[config.mk]
export PLATFORM = sky130hd
export DESIGN_NAME = byte_accumulator
export DESIGN_NICKNAME = d
export VERILOG_FILES = /design/src/rtl/byte_accum_pkg.sv /design/src/rtl/byte_accumulator_ripple_add8.sv /design/src/rtl/byte_accumulator.sv
export SDC_FILE = /design/constraint.sdc
export NUM_CORES = 1
export LEC_CHECK = 0
export BUFFER_PORTS_ARGS = -buffer_cell sky130_fd_sc_hd__buf_2
export CORE_ASPECT_RATIO = 1.25
export CORE_MARGIN = 10
export CORE_UTILIZATION = 25
export CTS_CLUSTER_DIAMETER = 100
export DETAILED_ROUTE_END_ITERATION = 16
export SYNTH_ARGS = -nofsm -noshare
export SYNTH_HDL_FRONTEND = slang
export SYNTH_SLANG_ARGS = --single-unit
[constraint.sdc]
create_clock -name clk -period 12.48 [get_ports clk]
set_input_delay 0.624 -clock clk [delete_from_list [all_inputs] [get_ports clk]]
set_output_delay 0.624 -clock clk [all_outputs]
set_load 0.01 [all_outputs]
[src/rtl/byte_accum_pkg.sv]
// Shared types and constants for the byte_accumulator frame summer.
// Holds the FSM state encoding and the default widths used by the top level.
package byte_accum_pkg;

    localparam int DEFAULT_DATA_W  = 8;
    localparam int DEFAULT_COUNT_W = 4;

    // Clamp value used by the saturating-add build
    localparam logic [DEFAULT_DATA_W-1:0] SAT_VALUE = '1;

    typedef enum logic [1:0] {
        IDLE  = 2'd0,
        ACCUM = 2'd1,
        HOLD  = 2'd2
    } state_t;

endpackage

[src/rtl/byte_accumulator_ripple_add8.sv]
// Combinational ripple-carry adder: W-bit operands with carry-in and carry-out.
// Module ripple_add8 is the single add stage feeding the accumulator register.
module ripple_add8 #(
    parameter int W = 8
) (
    input  logic [W-1:0] i_a,
    input  logic [W-1:0] i_b,
    input  logic         i_cin,
    output logic [W-1:0] o_sum,
    output logic         o_cout
);

    logic [W:0] w_c;

    assign w_c[0] = i_cin;

    for (genvar g = 0; g < W; g++) begin : g_fa
        assign o_sum[g]  = i_a[g] ^ i_b[g] ^ w_c[g];
        assign w_c[g+1]  = (i_a[g] & i_b[g]) | (w_c[g] & (i_a[g] ^ i_b[g]));
    end

    assign o_cout = w_c[W];

endmodule

[src/rtl/byte_accumulator.sv]
// Frame-based byte accumulator: sums a valid/ready byte stream per frame and
// presents sum, sticky carry and beat count. Define BYTE_ACCUM_SAT_EN for saturating add.
module byte_accumulator
    import byte_accum_pkg::*;
#(
    parameter int DATA_W  = DEFAULT_DATA_W,
    parameter int COUNT_W = DEFAULT_COUNT_W
) (
    input  logic               clk,
    input  logic               rst_n,
    input  logic               in_valid,
    output logic               in_ready,
    input  logic [DATA_W-1:0]  in_data,
    input  logic               in_last,
    output logic               out_valid,
    input  logic               out_ready,
    output logic [DATA_W-1:0]  out_sum,
    output logic               out_carry,
    output logic [COUNT_W-1:0] out_count,
    output logic               out_cnt_ovf
);

    localparam logic [COUNT_W-1:0] L_CNT_MAX = '1;
`ifdef BYTE_ACCUM_SAT_EN
    localparam logic [DATA_W-1:0]  L_SAT     = '1;
`endif

    state_t             r_state;
    state_t             w_state_nxt;
    logic [DATA_W-1:0]  r_acc;
    logic [DATA_W-1:0]  w_acc_nxt;
    logic               r_carry;
    logic               w_carry_nxt;
    logic [COUNT_W-1:0] r_count;
    logic [COUNT_W-1:0] w_count_nxt;
    logic               r_ovf;
    logic               w_ovf_nxt;

    logic [DATA_W-1:0]  w_add_a;
    logic [DATA_W-1:0]  w_add_sum;
    logic               w_add_cout;
    logic               w_in_ready;
    logic               w_accept;

    // Ready is held low throughout reset and whenever a result is waiting
    assign w_in_ready = rst_n && (r_state != HOLD);
    assign w_accept   = in_valid && w_in_ready;

    assign w_add_a = (r_state == ACCUM) ? r_acc : '0;

    ripple_add8 #(
        .W (DATA_W)
    ) u_add (
        .i_a    (w_add_a),
        .i_b    (in_data),
        .i_cin  (1'b0),
        .o_sum  (w_add_sum),
        .o_cout (w_add_cout)
    );

    always_comb begin
        w_state_nxt = r_state;
        w_acc_nxt   = r_acc;
        w_carry_nxt = r_carry;
        w_count_nxt = r_count;
        w_ovf_nxt   = r_ovf;

        case (r_state)
            IDLE: begin
                if (w_accept) begin
                    w_acc_nxt   = w_add_sum;
                    w_carry_nxt = 1'b0;
                    w_count_nxt = COUNT_W'(1);
                    w_ovf_nxt   = 1'b0;
                    w_state_nxt = in_last ? HOLD : ACCUM;
                end
            end
            ACCUM: begin
                if (w_accept) begin
`ifdef BYTE_ACCUM_SAT_EN
                    w_acc_nxt   = w_add_cout ? L_SAT : w_add_sum;
`else
                    w_acc_nxt   = w_add_sum;
`endif
                    w_carry_nxt = r_carry | w_add_cout;
                    // Count saturates; the overflow flag records the lost beats
                    if (r_count == L_CNT_MAX) begin
                        w_ovf_nxt = 1'b1;
                    end else begin
                        w_count_nxt = r_count + COUNT_W'(1);
                    end
                    if (in_last) begin
                        w_state_nxt = HOLD;
                    end
                end
            end
            HOLD: begin
                if (out_ready) begin
                    w_state_nxt = IDLE;
                    w_acc_nxt   = '0;
                    w_carry_nxt = 1'b0;
                    w_count_nxt = '0;
                    w_ovf_nxt   = 1'b0;
                end
            end
            default: begin
                w_state_nxt = IDLE;
            end
        endcase
    end

    always_ff @(posedge clk) begin
        if (!rst_n) begin
            r_state <= IDLE;
            r_acc   <= '0;
            r_carry <= 1'b0;
            r_count <= '0;
            r_ovf   <= 1'b0;
        end else begin
            r_state <= w_state_nxt;
            r_acc   <= w_acc_nxt;
            r_carry <= w_carry_nxt;
            r_count <= w_count_nxt;
            r_ovf   <= w_ovf_nxt;
        end
    end

    assign in_ready    = w_in_ready;
    assign out_valid   = (r_state == HOLD);
    assign out_sum     = r_acc;
    assign out_carry   = r_carry;
    assign out_count   = r_count;
    assign out_cnt_ovf = r_ovf;

endmodule

---- After elaboration in Yosys (flattened, before gate mapping) ----
Index checks and enable logic that the tools add are counted.
word-level totals
  register bits after elaboration ......... 16
  latch bits .............................. 0
  RAM bits ................................ 0
  bits in read-only memories .............. 0
  bits of input ports ..................... 13
  output and inout bits ................... 16
  memories kept ........................... 0
cells by class
  add/subtract/negate cells ............... 1
  multiply operators ...................... 0
  div/mod/pow operators ................... 0
  $lt $le $gt $ge ......................... 0
  eq/ne operators ......................... 11
  shift-type cells ........................ 0
  multiplexer cells ....................... 22
  bitwise operators ....................... 38
  reduce and logical (&&, ||, !) cells .... 11
operators with widths
  cell                                                                      count
  8-bit two-way mux                                                         3
  4-bit two-way mux                                                         4
  8-bit one-hot mux with 2 select lines                                     1
  1-bit AND                                                                 15
  1-bit XOR                                                                 15
  4-bit one-hot mux with 3 select lines                                     1
  2-bit two-way mux                                                         5
  2-bit inequality test (second input constant)                             5
  5-bit AND reduction                                                       2
  1-bit OR                                                                  8
  4-bit AND reduction                                                       2
  2-bit by 1-bit inequality test with 1-bit output (second input constant)  3
  1-bit one-hot mux with 3 select lines                                     2
  2-bit one-hot mux with 3 select lines                                     1
  1-bit two-way mux                                                         5
  4-bit by 1-bit adder with 4-bit output (second input constant)            1
  4-bit == test (second input constant)                                     1
  3-bit AND reduction                                                       1
  3-bit nonzero test                                                        1
  2-bit by 1-bit == test with 1-bit output (second input constant)          1
  2-bit == test (second input constant)                                     1
  1-bit logical AND                                                         2
  2-bit logical NOT                                                         1
  2-bit nonzero test                                                        1
  2-bit OR reduction                                                        1

---- Logic depth before layout (Yosys ltp) ----
  word-level depth ........................ 20
  mapped depth ............................ 19
  gate-level depth less buffers ........... 17

---- Cells and area by module ----
Synthesis repeated with hierarchy kept, for this count alone.
second synthesis, totals
  cells, all modules ...................... 124
  area, all modules ....................... 1126.1 um^2
modules (own cells, without submodules)
  module            times used  cells each  area an instance (um^2)  sequential area each (um^2)
  byte_accumulator  1           106         928.4                    320.3
  ripple_add8       1           18          197.7                    0.0

---- Worst setup path before layout ----
Ideal clock, no wire load.
  path kind ............................... reg-to-reg
  from .................................... register r_state[1]
  to ...................................... register r_acc[7], in the netlist out_sum[7]
  library setup time ...................... 0.070 ns
  arrival ................................. 4.192 ns
  required time ........................... 12.410 ns
  slack ................................... 8.217 ns
  cell stages (with the launch flop) ...... 20
  path buffers ............................ 2
  clock period less this slack ............ 4.263 ns
  cells stage by stage .................... dfxtp_1 inv_1 ha_1 buf_6 clkbuf_1 and2_1 ha_1 inv_1 fa_1 inv_1 fa_1 fa_1 fa_1 inv_1 fa_1 inv_1 fa_1 fa_1 or4b_1 a21oi_1
on the way
  longest elaborated chain between the ends .. 18
  elaborated cells between the ends (all ways) .. 41
  those cells by class .................... 5 x eq/ne; 3 x mux; 27 x bitwise; 6 x reduce/logical
RTL lines
  what                                           line                                            text
  start: declaration                             byte_accumulator.sv:28                          state_t r_state;
  start signal: assignment                       byte_accumulator.sv:120                         r_state <= w_state_nxt;
  2-bit by 1-bit == test with 1-bit output       byte_accumulator.sv:49, byte_accumulator.sv:68
  8-bit two-way mux                              byte_accumulator.sv:49                          assign w_add_a = (r_state == ACCUM) ? r_acc : '0;
  1-bit AND / 1-bit XOR (equally long branches)  byte_accumulator_ripple_add8.sv:19              assign w_c[g+1] = (i_a[g] & i_b[g]) | (w_c[g] & (i_a[g] ^ i_b[g]));
  1-bit AND                                      byte_accumulator_ripple_add8.sv:19
  1-bit OR                                       byte_accumulator_ripple_add8.sv:19
  1-bit AND                                      byte_accumulator_ripple_add8.sv:19
  1-bit OR                                       byte_accumulator_ripple_add8.sv:19
  1-bit AND                                      byte_accumulator_ripple_add8.sv:19
  [... 2 more ...]                               -
  1-bit OR                                       byte_accumulator_ripple_add8.sv:19
  1-bit AND                                      byte_accumulator_ripple_add8.sv:19
  1-bit OR                                       byte_accumulator_ripple_add8.sv:19
  1-bit AND                                      byte_accumulator_ripple_add8.sv:19
  1-bit OR                                       byte_accumulator_ripple_add8.sv:19
  1-bit XOR                                      byte_accumulator_ripple_add8.sv:18              assign o_sum[g] = i_a[g] ^ i_b[g] ^ w_c[g];
  8-bit two-way mux                              byte_accumulator.sv:70, byte_accumulator.sv:79
  8-bit one-hot mux with 2 select lines          byte_accumulator.sv:68                          case (r_state)
  end signal: assignment                         byte_accumulator.sv:121                         r_acc <= w_acc_nxt;
  end: declaration                               byte_accumulator.sv:30                          logic [DATA_W-1:0] r_acc;
Several ways; a longest one is shown, not always the timed one. The select of a mux whose other input is x is not followed.
A chain may end at the register's enable or synchronous reset.

---- Worst setup path after layout ----
Ends and elaborated chain as after synthesis.

==> results.toml <==
[grt]
track_usage = 0.0764
grt_pass1_wl_um = 4670
grt_max_degree = 24
grt-ovfl-total = 0
antenna_found_initial = 0
first_global_vias = 936

[route]
wl_um = 2710
wl_per_cell_um = 13.4
drt_first_pass_iters = 4
first_iter_violations = 64
drt-vias-per-instance = 4.87
via_count = 988
ant_nets = 0
drc_errors = 0

[worst_setup_path]
cp.required_ns = 12.66
r2r_end = "out_sum[7]$_SDFFE_PN0P_"
crit_path_start_kind = "flop"
max_stage_delay_ns = 0.48
worstPathMaxFanout = 18
cp.buffers_inverters = 5
reg2reg_depth = 17
cp_slowest_cell = "fa_1"
cp_top_family = "adder cells"
path_class = "flop to flop"
worst_setup_path_end_kind = "flop"
reg2reg_slack_ns = 8.06
crit_chain = "inv_1, ha_1, and2_1, ha_1, inv_1, fa_1, inv_1, fa_1, fa_1, fa_1, inv_1, fa_1, inv_1, fa_1, fa_1, or4b_1, a21oi_1"
timing.rr.start = "r_state[1]$_SDFFE_PN0P_"
crit_arrival_ns = 4.60
crit_path_frequent_cell = "fa_1"

[cts]
cts_setup_buffers = 0
cts.sinks = 16
cts_tree = "built"
clk_latency_ns = 0.25
ctsResizeCount = 0
cts_buffers = 3
clkTransAtPathRegs_ns = 0.07
cts_root_buffer = "clkbuf_8"
holdBufCountCts = 0
cts_htree_levels = 1
clk_path_buf_depth = 2

[sta]
rsz0062_at_grt = "no"
worstMarginPinSlew_ns = 0.734
max_freq_mhz = 226
finalWorstSetupSlack_ns = 8.06
finalSetupViolCount = 0
hold_viol = 0
slew_headroom = 0.511
fin_skew_ns = 0.00180
slew_violations = 0
period_share = 0.354
tns_ns = 0
min_period_ns = 4.42

[final_layout]
layout-drive-gt1-share = 0.252
area_growth_pct = 21.4
fill_cells = 450
fin_nets = 174
fin_cells = 203
num_antenna_cells = 0

[floorplanning]
die_w_um = 78.9
initial_core_util = 0.262
fp.dieH_um = 93.6
boundaryPins = 29
die-area_um2 = 7380
core_area_um2 = 4130
rows = 26

[flow_run]
cap_violations = 0

[yosys]
ys_ff_latch = 16
synth_most_common_cell = "dfxtp_1"
syn-num-nets = 147
synth_top_area_cell = "dfxtp_1"
syn_area_per_cell_um2 = 8.94
async_flop_share = 0
seq_area_frac_synth = 0.296
synth_commonest_cells = "16 x dfxtp_1, 12 x a21oi_1, 11 x inv_1, 11 x o21ai_0, 7 x fa_1"
netlist_area_um2 = 1080
yosysWarnings = 0
synth_top_area_frac = 0.296
ys.flop_type = "dfxtp_1"
synthCells = 121
yosys-top-cells-area = "dfxtp_1 30%, fa_1 13%, ha_1 6.9%"
ys_types = 31
synth_edf_count = 0

[worst_hold_path]
hold_depth = 2
worstHoldStart = "out_sum[0]$_SDFFE_PN0P_"
min_to = "out_sum[0]$_SDFFE_PN0P_"
hold_class = "flop to flop"

[placement]
place.gp.congestion = 0.790
placedCellCount = 199
dpl_worst_slack_ns = 8.06
dp_hpwl_um = 2000
port_buffers = 28

[power_and_ir_drop]
p_leak_nw = 0.573
irDropWorstVdd_uv = 37.3
powerDensity_nw_per_um2 = 138

[status]
outcome = "finished, final reports clean"
-- cell usage in the layout (no fill, tap or decap) --
cell,instances
nor3_1,6
buf_4,1
inv_1,11
nand4_1,1
a41oi_1,2
nor2b_1,1
or2_2,1
or4_1,2
clkbuf_8,4
ha_1,6
o31ai_2,1
fa_1,7
dfxtp_1,16
o221a_2,2
a31oi_1,2
o21ai_0,11
and3_1,1
a311oi_1,1
nand3_1,3
o31a_1,1
a32oi_1,1
buf_2,28
o41ai_1,1
o21bai_1,1
nor2_1,3
or4b_1,6
o311ai_0,1
nand3b_1,1
nand2_1,5
nand2b_1,2
and2_1,6
a21oi_1,12
-- metrics by stage --
stage | hold slack [ns] | util | power, mW | area [um^2]
6_report | 0.484 | 0.318 | 0.182 | 1310
5_1_grt | 0.497 | 0.318 | 0.197 | 1310
4_1_cts | 0.490 | 0.318 | 0.185 | 1310
3_5_place_dp | 0.477 | 0.305 | 0.136 | 1260
3_3_place_gp | 0.480 | 0.305 | 0.136 | 1260
2_1_floorplan | 0.488 | - | 0.116 | 1080
-- power by group --
| group | switching, mW | total, mW | leakage, nW | internal [mW] |
|---|---|---|---|---|
| logic | 0.0425 | 0.0682 | 0.414 | 0.0257 |
| registers | 0.00677 | 0.0659 | 0.130 | 0.0592 |
| clock network | 0.0195 | 0.0476 | 0.0288 | 0.0280 |
-- sequential cells by signal (all words and copies together) (netlist names) --
| signal | cells |
|---|---|
| out_sum | 8 |
| out_count | 4 |
| r_state | 2 |
| out_carry | 1 |
| out_cnt_ovf | 1 |
-- routing by layer --
layer  routed length, um  up-vias  track usage
met1                1210      446       0.0930
li1                    -      495            -
met4                  46        0       0.0344
met2                1090       42        0.109
met3                 364        5       0.0402
met5                   0        -            0
-- worst reg2reg max path, stage by stage, from the launching register on --
cell and delay [ns]:
dfxtp_1 0.39, inv_1 0.09, ha_1 0.40, and2_1 0.24, ha_1 0.17, inv_1 0.06, fa_1 0.15, inv_1 0.05
fa_1 0.37, fa_1 0.38, fa_1 0.36, inv_1 0.07, fa_1 0.15, inv_1 0.05, fa_1 0.37, fa_1 0.48
or4b_1 0.42, a21oi_1 0.15
-- how the worst max path moves through the flow --
stage / startpoint / to / slack, ns / cells after the start
4_1_cts: r_state[1]$_SDFFE_PN0P_ / out_sum[7]$_SDFFE_PN0P_ / 8.03 / 17
5_1_grt: r_state[1]$_SDFFE_PN0P_ / out_sum[7]$_SDFFE_PN0P_ / 7.82 / 17
2_1_floorplan: r_state[1]$_SDFFE_PN0P_ / out_sum[7]$_SDFFE_PN0P_ / 8.22 / 19
6_report: r_state[1]$_SDFFE_PN0P_ / out_sum[7]$_SDFFE_PN0P_ / 8.06 / 17
3_3_place_gp: r_state[1]$_SDFFE_PN0P_ / out_sum[7]$_SDFFE_PN0P_ / 8.10 / 17
3_5_place_dp: r_state[1]$_SDFFE_PN0P_ / out_sum[7]$_SDFFE_PN0P_ / 8.06 / 17
-- logic make-up after synthesis --
logic type,Yosys count,share of synthesized area
and+or+nand+nor,38,0.215
DFF,16,0.296
buffers and inverters,18,0.0763
adders and majority gates,13,0.199
AOI/OAI and AO/OA,36,0.214
-- layout make-up --
| cell class | count | area, um^2 | share of cell area |
|---|---|---|---|
| sequential | 16 | 320 | 0.244 |
| timing repair buffer | 29 | 148 | 0.112 |
| multi-input combinational | 87 | 679 | 0.517 |
| tap | 56 | 70.1 | 0.0533 |
| inverter | 11 | 41.3 | 0.0314 |
| clock buffer | 4 | 55.1 | 0.0419 |
(Power assumes the default switching activity.)
